[config.mk]
export PLATFORM = sky130hd
export DESIGN_NAME = dom_rnd_feeder
export DESIGN_NICKNAME = d
export VERILOG_FILES = /design/src/rtl/dom_rnd_feeder.sv
export SDC_FILE = /design/constraint.sdc
export NUM_CORES = 1
export LEC_CHECK = 0
export BUFFER_PORTS_ARGS = -buffer_cell sky130_fd_sc_hd__clkbuf_2
export CAP_MARGIN = 20
export CORE_MARGIN = 2
export CORE_UTILIZATION = 30
export CTS_CLUSTER_SIZE = 28
export DETAILED_ROUTE_END_ITERATION = 10
export GPL_TIMING_DRIVEN = 0
export PLACE_DENSITY = 0.51
export SLEW_MARGIN = 20
export SYNTH_ARGS = -nofsm -noshare
export SYNTH_HDL_FRONTEND = slang
export SYNTH_SLANG_ARGS = --single-unit
[constraint.sdc]
create_clock -name ClkxCI -period 1.7 [get_ports ClkxCI]
set_clock_uncertainty 0.1 [all_clocks]
set_input_delay 0.085 -clock ClkxCI [delete_from_list [all_inputs] [get_ports ClkxCI]]
set_output_delay 0.085 -clock ClkxCI [all_outputs]
set_load 0.01 [all_outputs]
[src/rtl/dom_rnd_feeder.sv]
// Fresh-randomness feeder for a paired GF(4) DOM multiplier: a seeded 64-bit LFSR that
// advances OUT_W steps per consumed word, and never presents a word twice.
module dom_rnd_feeder #(
    parameter int unsigned SHARES        = 2,
    parameter int unsigned BLIND_NRND    = 1,
    parameter int unsigned WARMUP_CYCLES = 4,
    localparam int unsigned Z_W          = 2 * SHARES * (SHARES - 1),
    localparam int unsigned B_W          = 4 * BLIND_NRND,
    localparam int unsigned OUT_W        = 2 * Z_W + B_W
) (
    input  logic             ClkxCI,
    input  logic             RstxRI,
    input  logic [63:0]      SeedxDI,
    input  logic             SeedValidxSI,
    output logic             SeedReadyxSO,
    output logic [OUT_W-1:0] RndxDO,
    output logic             RndValidxSO,
    input  logic             RndReadyxSI,
    output logic             SeededxSO
);

    if (OUT_W > 64) begin : gen_width_check
        $error("dom_rnd_feeder: OUT_W must not exceed the 64-bit LFSR width");
    end
    if (WARMUP_CYCLES > 255) begin : gen_warmup_check
        $error("dom_rnd_feeder: WARMUP_CYCLES must fit the 8-bit warm-up counter");
    end

    typedef enum logic [1:0] {StUnseeded, StWarmup, StRun} state_e;

    state_e      StatexDP;
    logic [63:0] LfsrxDP;
    logic [63:0] LfsrAdvxD;
    logic [7:0]  CntxDP;
    logic        RndValidxSP;
    logic        SeededxSP;

    // OUT_W single steps of x^64+x^63+x^61+x^60+1, unrolled into one clock.
    function automatic logic [63:0] advance(input logic [63:0] s);
        logic [63:0] t;
        t = s;
        for (int unsigned i = 0; i < OUT_W; i++) begin
            t = {t[62:0], t[63] ^ t[62] ^ t[60] ^ t[59]};
        end
        return t;
    endfunction

    assign LfsrAdvxD = advance(LfsrxDP);

    always_ff @(posedge ClkxCI) begin
        if (RstxRI) begin
            StatexDP    <= StUnseeded;
            LfsrxDP     <= '0;
            CntxDP      <= '0;
            RndValidxSP <= 1'b0;
            SeededxSP   <= 1'b0;
        end else if (SeedValidxSI) begin
            // Seed load wins over any advance; a consumed word is simply replaced.
            LfsrxDP   <= (SeedxDI == 64'h0) ? 64'h1 : SeedxDI;
            CntxDP    <= 8'(WARMUP_CYCLES);
            SeededxSP <= 1'b1;
            if (WARMUP_CYCLES > 0) begin
                StatexDP    <= StWarmup;
                RndValidxSP <= 1'b0;
            end else begin
                StatexDP    <= StRun;
                RndValidxSP <= 1'b1;
            end
        end else begin
            unique case (StatexDP)
                StWarmup: begin
                    LfsrxDP <= LfsrAdvxD;
                    CntxDP  <= CntxDP - 8'd1;
                    if (CntxDP == 8'd1) begin
                        StatexDP    <= StRun;
                        RndValidxSP <= 1'b1;
                    end
                end
                StRun: begin
                    if (RndReadyxSI) begin
                        LfsrxDP <= LfsrAdvxD;
                    end
                end
                default: ;
            endcase
        end
    end

    assign SeedReadyxSO = ~RstxRI;
    assign RndxDO       = LfsrxDP[OUT_W-1:0];
    assign RndValidxSO  = RndValidxSP;
    assign SeededxSO    = SeededxSP;

endmodule

==> metrics, run 1 <==
status completed; clk_lat worst skew 0.34 ns; CORE AREA 0.0121 mm²; CP Capture Type register; clk buf depth 2; Setup violations, final 0; Placer Congestion 0.830; CP Class register to register; cell family with most CP delay buffers and inverters; crit path cell chain nor2b_1, clkbuf_4, nor2_4, nand2_4, buf_6, buf_6, a211oi_1; Layout area overhead 27.9%; Root Driver clkbuf_16; Data arrival, critical path 1.73 ns; Least-Margin Pin Slew 0.571 ns; vias post-DR 3300; switching power 1.45 mW; Gate Count Post-Synth 408; Top cell by count, worst path buf_6; die width 116 µm; H-tree Lvls 3; total CTS buffers 9; f_max 0.631 GHz; TritonCTS clock tree done; Final WS setup 0.114 ns; Int Pwr 3.63 mW; number of diodes 0; clock share of power 39.3%; DPL Wire Length 9200 µm; Final Routed Wirelength 11600 µm; sum of negative setup slack 0 ns; initial DRC count 124; multi-input logic area 0.00204 mm²; Critical Path Max Stage Delay 0.32 ns; Net Sw Frac 28.5%; Leak Pwr 2.09 nW; Reg2Reg Setup Slack 0.11 ns; Clock Pin Slew Worst Setup and Hold Paths 0.06 ns; IO buf count 81; All-Layer GR Usage 17.9%; Max Transition Viols Final 0; Sinks on Clock Net 75; # rows 40; synthesized cell area 0.00377 mm²; die area 0.0135 mm²; largest net degree at the start of global routing 14; vias in the first global route 3345; final worst path period share 93.3%; Fin Hold WS 0.00210 ns; R2R cell count 7; fraction of registers with async set or reset after synthesis 0%; sequential share of power 40.8%; Cell Pwr Density 1050 mW/mm²; Via density 4.86; Initial Util 31.1%; min Tclk post-route 1.59 ns; Fill cells 1282; CP Data Required Time 1.85 ns; Setup crit end LfsrxDP[48]; most frequent cells in the layout 81 x clkbuf_2, 75 x dfxtp_1, 70 x nor2_1; commonest non-fill, non-tap cell in the layout clkbuf_2; Hold Violations, Final 0; number of cells on the critical path 7; cell at the slowest stage of the critical path dfxtp_1; first-pass GRT wire length 18000 µm; Routed Antenna Nets 0; share of cells above drive strength 1 27.4%; ys flop type dfxtp_1; Buf+Inv Stages, Crit Path 3; grt ovf 0; first-pass iteration count of the detailed router 5; RSZ-0062 raised after global routing yes; initial antenna violation count 0; relative slew slack 61.9%; Min-Delay Path Class input port to register; nets@finish 576; Crit Path Max Fanout 10; synthesized flop and latch total 75; Startpoint Class register; Syn Nets 478; R2R Path Start StatexDP[0]; DIE HEIGHT 116 µm; maxcap violations 0; routed len/inst 17.1 µm; crit path from StatexDP[0]; number of synthesized flops with an enable pin 0; Avg Synthesized Cell Area 9.23 µm²; combinational group share of total power 20.0%; area occupied by registers 0.00150 mm²; Unique masters post-synth 33; Max VDD drop 533 µV; Syn. warnings 0; Power Total 5.08 mW; DRC viols 0; IO Pins 83; sequential fraction of the synthesis area 39.9%; pre-CTS setup slack -0.205 ns; RR Endpoint LfsrxDP[48]
==> repair_timing <==
item | 4_1_cts | 5_1_grt
setup buffers | 0 | 0
hold buffers | 6 | 0
hold endpoints to repair | 6 | 0
setup endpoints to repair | 62 | 65
resized for setup | 5 | 13
==> worst reg2reg max path, cell delays in order (launching register included) <==
cell and delay [ns]:
dfxtp_1 0.32, nor2b_1 0.13, clkbuf_4 0.17, nor2_4 0.11, nand2_4 0.13, buf_6 0.20, buf_6 0.15, a211oi_1 0.20
==> logic make-up (layout without fill, tap and decap cells) <==
kind of cell	after synthesis	count (layout)	share of synthesized area [%]
xor gates and xnor gates	34	34	7.91
muxes	62	62	16.5
and+or+nand+nor	119	119	14.5
DFF	75	75	39.9
AOI/OAI and AO/OA	70	70	13.5
buffers and inverters	46	149	7.11
adders and majority gates	2	2	0.664
==> final cells by class <==
| cell class | count | area share [%] |
|---|---|---|
| Multi-Input combinational cell | 287 | 42.3 |
| Sequential cell | 75 | 31.2 |
| Timing Repair Buffer | 87 | 9.66 |
| Buffer | 41 | 5.61 |
| Clock buffer | 11 | 5.25 |
| Tap cell | 168 | 4.36 |
| Clock inverter | 5 | 1.25 |
| Inverter | 5 | 0.390 |
==> power groups by stage <==
stage	Sequential, mW	Combinational [mW]	Clock [mW]
finish	2.07	1.01	2.00
detailed placement	2.11	0.985	0
global route	2.09	1.12	2.10
CTS	2.07	1.01	2.02
floorplan	2.05	0.677	0
global placement	2.11	0.978	0
==> Yosys cell counts (4+ instances only) <==
library cell	instances	area, µm²
a21oi_1	4	20.0
mux2i_1	62	621
xnor2_1	29	254
nand4_1	4	25.0
nor2_1	70	263
o22ai_1	6	37.5
buf_6	4	45.0
xor2_1	5	43.8
clkbuf_1	8	30.0
dfxtp_1	75	1500
buf_2	13	65.1
nand2_1	12	45.0
a211oi_1	53	398
nor4_1	18	113
o21ai_0	4	20.0
inv_1	4	15.0
buf_4	13	97.6
==> worst min-delay path by stage <==
stage | start | slack [ns] | end | depth (start not counted)
finish | SeedxDI[7] | 0.002 | LfsrxDP[7] | 3
global route | SeedxDI[2] | 0.02 | LfsrxDP[2] | 3
CTS | SeedxDI[40] | 0.0004 | LfsrxDP[40] | 3
detailed placement | SeedxDI[24] | 0.34 | LfsrxDP[24] | 3
global placement | SeedxDI[24] | 0.33 | LfsrxDP[24] | 3
floorplan | SeedxDI[10] | 0.20 | LfsrxDP[10] | 2
==> flip-flops by register name, summed over array words and instances (netlist names) <==
| register | count |
|---|---|
| RndValidxSO | 1 |
| SeededxSO | 1 |
| CntxDP | 8 |
| LfsrxDP | 64 |
| StatexDP | 1 |
==> per-layer routing <==
| metal | share of wire (%) | wire length [µm] | track usage [%] | vias up |
|---|---|---|---|---|
| li1 | - | - | - | 1648 |
| met1 | 45 | 5210 | 22.7 | 1545 |
| met2 | 48 | 5600 | 30.4 | 82 |
| met5 | 0 | 0 | 0 | - |
| met3 | 4.6 | 538 | 3.82 | 25 |
| met4 | 2.5 | 292 | 5.56 | 0 |
==> through the flow <==
stage	util [%]	cells	instance area [µm²]
floorplan	-	408	3770
global placement	36.2	657	4380
detailed placement	36.2	657	4380
CTS	39.3	679	4770
global route	39.8	679	4820
finish	39.8	679	4820
No activity file was read; power rests on OpenSTA's default activity.
==> run 2, diff against run 1 <==
--- a/config.mk
+++ b/config.mk
@@ -8,11 +8,11 @@
 export BUFFER_PORTS_ARGS = -buffer_cell sky130_fd_sc_hd__clkbuf_2
 export CAP_MARGIN = 20
 export CORE_MARGIN = 2
-export CORE_UTILIZATION = 30
+export CORE_UTILIZATION = 35
 export CTS_CLUSTER_SIZE = 28
 export DETAILED_ROUTE_END_ITERATION = 10
 export GPL_TIMING_DRIVEN = 0
-export PLACE_DENSITY = 0.51
+export PLACE_DENSITY = 0.58
 export SLEW_MARGIN = 20
 export SYNTH_ARGS = -nofsm -noshare
 export SYNTH_HDL_FRONTEND = slang
==> run 2 against run 1 <==
Against the previous run: clock power down 18%; final area up 0.10%; sequential power hardly changed; sequential cell count stayed put; via count is 1.5% higher; largest cell class unchanged; combinational power is essentially flat; hold slack better by 0.0070 ns; utilization is 6.7 points higher; total power is 6.4% lower.
==> metrics, run 2 (synthesis results as in run 1) <==
initial antenna violation count 0 (unchanged); Max Transition Viols Final 0 (unchanged); Via density 5.10 (+5.0%); min Tclk post-route 1.63 ns (+0.0446 ns); # rows 37 (-7.5%); clk_lat worst skew 0.35 ns (about the same); Data arrival, critical path 1.78 ns (+0.05 ns); first-pass iteration count of the detailed router 4 (-1); R2R cell count 7 (unchanged); clk buf depth 2 (unchanged); Max VDD drop 475 µV (-11%); Cell Pwr Density 986 mW/mm² (-6.5%); crit path cell chain nor2b_1, clkbuf_4, nor2_2, nand2_4, buf_8, buf_6, a211oi_1; DPL Wire Length 8900 µm (-3.2%); initial DRC count 166 (+34%); share of cells above drive strength 1 27.5% (+0.10 points); Final WS setup 0.0695 ns (-0.0446 ns); CP Capture Type register; IO Pins 83 (unchanged); grt ovf 0 (unchanged); routed len/inst 17.3 µm (+1.2%); f_max 0.613 GHz (-2.7%); Min-Delay Path Class input port to register; Hold Startpoint SeedxDI[22]; vias post-DR 3348 (+1.5%); nets@finish 586 (+1.7%); Final Routed Wirelength 11400 µm (-2.3%); final worst path period share 95.9% (+2.6 points); Routed Antenna Nets 0 (unchanged); RR Endpoint LfsrxDP[41]; sum of negative setup slack 0 ns (unchanged); TritonCTS clock tree done; Largest Register LfsrxDP; H-tree Lvls 3 (unchanged); hold path cells 3 (unchanged); Hold Violations, Final 0 (unchanged); Layout area overhead 28.0%; Critical Path Max Stage Delay 0.32 ns (about the same); IO buf count 81 (unchanged); most frequent cells in the layout 81 x clkbuf_2, 74 x dfxtp_1, 70 x nor2_1; Clock Pin Slew Worst Setup and Hold Paths 0.08 ns (+0.02 ns); CORE AREA 0.0104 mm² (-14%); RSZ-0062 raised after global routing yes; Root Driver clkbuf_8; R2R Path Start StatexDP[0]; largest net degree at the start of global routing 14 (unchanged); CP Data Required Time 1.85 ns (about the same); Setup violations, final 0 (unchanged); Sinks on Clock Net 75 (unchanged); Least-Margin Pin Slew 0.573 ns (+0.00145 ns); die area 0.0116 mm² (-14%); status completed; DIE HEIGHT 108 µm (-7.2%); cell at the slowest stage of the critical path dfxtp_1; number of diodes 0 (unchanged); max reg flops 64 (unchanged); CP Class register to register; placed inst area 0.00434 mm² (-0.91%); Fill cells 1055 (-18%); Placer Congestion 0.873 (+5.3%); Finished Cell Area 0.00482 mm² (+0.10%); commonest non-fill, non-tap cell in the layout clkbuf_2; vias in the first global route 3350 (+0.15%); maxcap violations 0 (unchanged); relative slew slack 61.8% (-0.097 points); All-Layer GR Usage 20.3% (+2.4 points); Initial Util 36.3% (+5.2 points); WHS Endpoint LfsrxDP[22]; total CTS buffers 9 (unchanged); DRC viols 0 (unchanged); Reg2Reg Setup Slack 0.07 ns (-0.04 ns); pre-CTS setup slack -0.104 ns (+0.101 ns); die width 108 µm (-7.2%); first-pass GRT wire length 17800 µm (-0.96%); Startpoint Class register; Leak Pwr 2.10 nW (+0.56%); Largest regs LfsrxDP x64, CntxDP x8; Crit Path Max Fanout 10 (unchanged)
[run 2: cell count changes in the layout (fill, tap and decap cells not counted), moves of 2 or more]
cell / change
dlygate4sd3_1: +9
nor4_2: +3
clkbuf_8: +7
a211oi_1: +2
nor4_1: -4
bufinv_16: +2
a211oi_2: -2
clkbuf_16: -9
[run 2: where the power goes]
group / internal, mW / switching [mW]
clock network: 0.972 / 0.679
registers: 1.92 / 0.143
logic: 0.505 / 0.536
[run 2: cell type report]
cell class,instances,area (µm²),share of cell area (%)
buffer,41,274,5.68
timing repair buffer,97,563,11.7
tap,136,170,3.53
clock inverter,6,113,2.34
clock buffer,9,124,2.57
multi-input combinational,287,2060,42.7
inverter,5,18.8,0.389
sequential,75,1500,31.2
[run 2: per-layer routing]
metal / up-vias / global-route usage [%] / share of wire [%]
met2: 70 / 34.1 / 50
li1: 1670 / - / -
met3: 14 / 3.57 / 3.8
met4: 0 / 6.50 / 1.4
met5: - / 0 / 0
met1: 1594 / 26.3 / 45
[run 2: critical path, delay by kind of cell, from the launching register on]
kind | cells | cell delay, ns
buf+inv | 3 | 0.50
simple gates | 3 | 0.38
flops | 1 | 0.32
compound gates | 1 | 0.24
[run 2: timing repair]
action	in CTS	in global routing
gates resized for setup	5	17
hold endpoints to repair	14	1
hold buffers	14	1
setup buffers	0	1
pin swaps	0	4
cloned	0	0
setup endpoints to repair	16	50
[run 2: worst max path at each step]
stage                            from           to  cells past startpoint
after floorplan             CntxDP[4]    CntxDP[6]                      3
after global placement    SeedxDI[24]   LfsrxDP[0]                      6
after detailed placement  SeedxDI[24]   LfsrxDP[0]                      6
after CTS                  SeedxDI[7]   LfsrxDP[0]                      7
after global routing      SeedxDI[45]   LfsrxDP[0]                      7
final                     StatexDP[0]  LfsrxDP[41]                      7
[run 2: metrics by stage]
stage          util (%)  cells  power [mW]  hold slack [ns]
5_1_grt            46.5    656        4.98          0.00956
4_1_cts            45.6    654        4.76          0.00241
3_5_place_dp       41.9    625        3.09            0.349
2_1_floorplan         -    408        2.73            0.198
6_report           46.5    656        4.76          0.00912
3_3_place_gp       41.9    625        3.08            0.336
==> run 3, diff against run 2 <==
--- a/config.mk
+++ b/config.mk
@@ -12,7 +12,6 @@
 export CTS_CLUSTER_SIZE = 28
 export DETAILED_ROUTE_END_ITERATION = 10
 export GPL_TIMING_DRIVEN = 0
-export PLACE_DENSITY = 0.58
 export SLEW_MARGIN = 20
 export SYNTH_ARGS = -nofsm -noshare
 export SYNTH_HDL_FRONTEND = slang
==> run 3 against run 2 <==
Against the previous run: register-to-register slack is essentially flat; hold slack lost 0.00062 ns; total power increased by 3.9%; final area rose by 1.3%; setup slack improved by 0.0076 ns; sequential power barely moved; routed wire length up 2.3%; die area stayed put; utilization rose by 0.63 points; critical endpoint is now LfsrxDP[30].
==> metrics, run 3 (synthesis results as in run 1) <==
Setup violations, final 0 (unchanged); Startpoint Class register; grt ovf 0 (unchanged); Root Driver clkbuf_8; initial DRC count 181 (+9.0%); Fin Hold WS 0.00850 ns (-0.000621 ns); IO buf count 81 (unchanged); DRC viols 0 (unchanged); Max VDD drop 459 µV (-3.3%); RSZ-0062 raised after global routing yes; cell at the slowest stage of the critical path dfxtp_1; Via density 5.15 (+1.0%); Critical Path Max Stage Delay 0.32 ns (about the same); Largest regs LfsrxDP x64, CntxDP x8; IO Pins 83 (unchanged); vias post-DR 3397 (+1.5%); routed len/inst 17.7 µm (+1.8%); Placer Congestion 0.873 (unchanged); nets@finish 589 (+0.51%); min Tclk post-route 1.62 ns (-0.00759 ns); H-tree Lvls 3 (unchanged); CP Capture Type register; Buf+Inv Stages, Crit Path 3 (unchanged); Fill cells 1014 (-3.9%); Least-Margin Pin Slew 0.566 ns (-0.00735 ns); Initial Util 36.3% (unchanged); die width 108 µm (unchanged); initial antenna violation count 0 (unchanged); Routed Antenna Nets 0 (unchanged); Hold Violations, Final 0 (unchanged); cell family with most CP delay buffers and inverters; Crit Path Max Fanout 10 (unchanged); Layout area overhead 29.8%; Min-Delay Path Class input port to register; DIE HEIGHT 108 µm (unchanged); TritonCTS clock tree done; number of diodes 0 (unchanged); first-pass iteration count of the detailed router 4 (unchanged); clk buf depth 2 (unchanged); max reg flops 64 (unchanged); Largest Register LfsrxDP; vias in the first global route 3349 (-0.030%); first-pass GRT wire length 17800 µm (about the same); CP Class register to register; Sinks on Clock Net 75 (unchanged); DPL Wire Length 8930 µm (+0.24%); Final Routed Wirelength 11600 µm (+2.3%); CP Data Required Time 1.87 ns (+0.02 ns); largest net degree at the start of global routing 14 (unchanged); maxcap violations 0 (unchanged); Top cell by count, worst path buf_6; f_max 0.616 GHz (+0.47%); total CTS buffers 9 (unchanged); relative slew slack 62.3% (+0.49 points); clk_lat worst skew 0.35 ns (about the same); CORE AREA 0.0104 mm² (unchanged); # rows 37 (unchanged); All-Layer GR Usage 20.4% (+0.096 points); Max Transition Viols Final 0 (unchanged); Clock Pin Slew Worst Setup and Hold Paths 0.09 ns (about the same); Data arrival, critical path 1.79 ns (about the same); crit path cell chain nor2b_1, clkbuf_4, nor2_4, nand2_4, buf_6, buf_6, a211oi_1; commonest non-fill, non-tap cell in the layout clkbuf_2; most frequent cells in the layout 79 x clkbuf_2, 74 x dfxtp_1, 70 x nor2_1; final worst path period share 95.5% (-0.45 points); sum of negative setup slack 0 ns (unchanged); Leak Pwr 2.12 nW (+1.0%); share of cells above drive strength 1 26.8% (-0.73 points); status completed; die area 0.0116 mm² (unchanged); Cell Pwr Density 1010 mW/mm² (+2.5%)
[run 3: worst paths after layout]
| check | slack [ns] | cells after the start | startpoint | to |
|---|---|---|---|---|
| max | 0.08 | 7 | StatexDP[0] | LfsrxDP[30] |
| min | 0.009 | 3 | SeedxDI[55] | LfsrxDP[55] |
| max reg2reg | 0.08 | 7 | StatexDP[0] | LfsrxDP[30] |
| min reg2reg | 0.38 | 2 | SeededxSO | SeededxSO |
[run 3: area by class of cell]
type / instances / area (µm²) / area share, %
Clock inverter: 6 / 138 / 2.82
Multi-Input combinational cell: 288 / 2070 / 42.4
Buffer: 41 / 268 / 5.48
Inverter: 5 / 18.8 / 0.384
Clock buffer: 9 / 124 / 2.53
Tap cell: 136 / 170 / 3.48
Timing Repair Buffer: 99 / 596 / 12.2
Sequential cell: 75 / 1500 / 30.7
[run 3: report_power, final]
group	internal (mW)	switching (mW)	leakage [nW]	total, mW
combinational	0.508	0.546	1.37	1.05
clock	1.12	0.698	0.130	1.82
sequential	1.92	0.145	0.622	2.06
[run 3: metal layers]
| layer | vias up | track usage, % | wire length [µm] |
|---|---|---|---|
| li1 | 1680 | - | - |
| met1 | 1629 | 27.0 | 5400 |
| met2 | 77 | 33.6 | 5610 |
| met3 | 11 | 4.42 | 476 |
| met4 | 0 | 5.04 | 152 |
| met5 | - | 0 | 0 |
[run 3: stage by stage]
stage	setup WS, ns	instances	area, µm²	util, %	power [mW]
2_1_floorplan	0.218	408	3770	-	2.73
3_3_place_gp	-0.109	625	4340	41.9	3.07
3_5_place_dp	-0.105	625	4340	41.9	3.09
4_1_cts	0.00372	660	4810	46.4	4.93
5_1_grt	-0.0164	659	4890	47.1	5.14
6_report	0.0771	659	4890	47.1	4.94
[run 3: repair_timing]
item / in CTS / in global routing
cloned: 0 / 1
gates resized for setup: 4 / 18
endpoints found under the setup margin: 15 / 64
setup buffers: 0 / 0
hold endpoints to repair: 20 / 0
pin swaps: 0 / 7
hold buffers: 20 / 0
[run 3: worst reg2reg max path, stage by stage (launching register included)]
cell and delay [ns]:
dfxtp_1 0.32, nor2b_1 0.13, clkbuf_4 0.18, nor2_4 0.16
nand2_4 0.11, buf_6 0.18, buf_6 0.15, a211oi_1 0.21
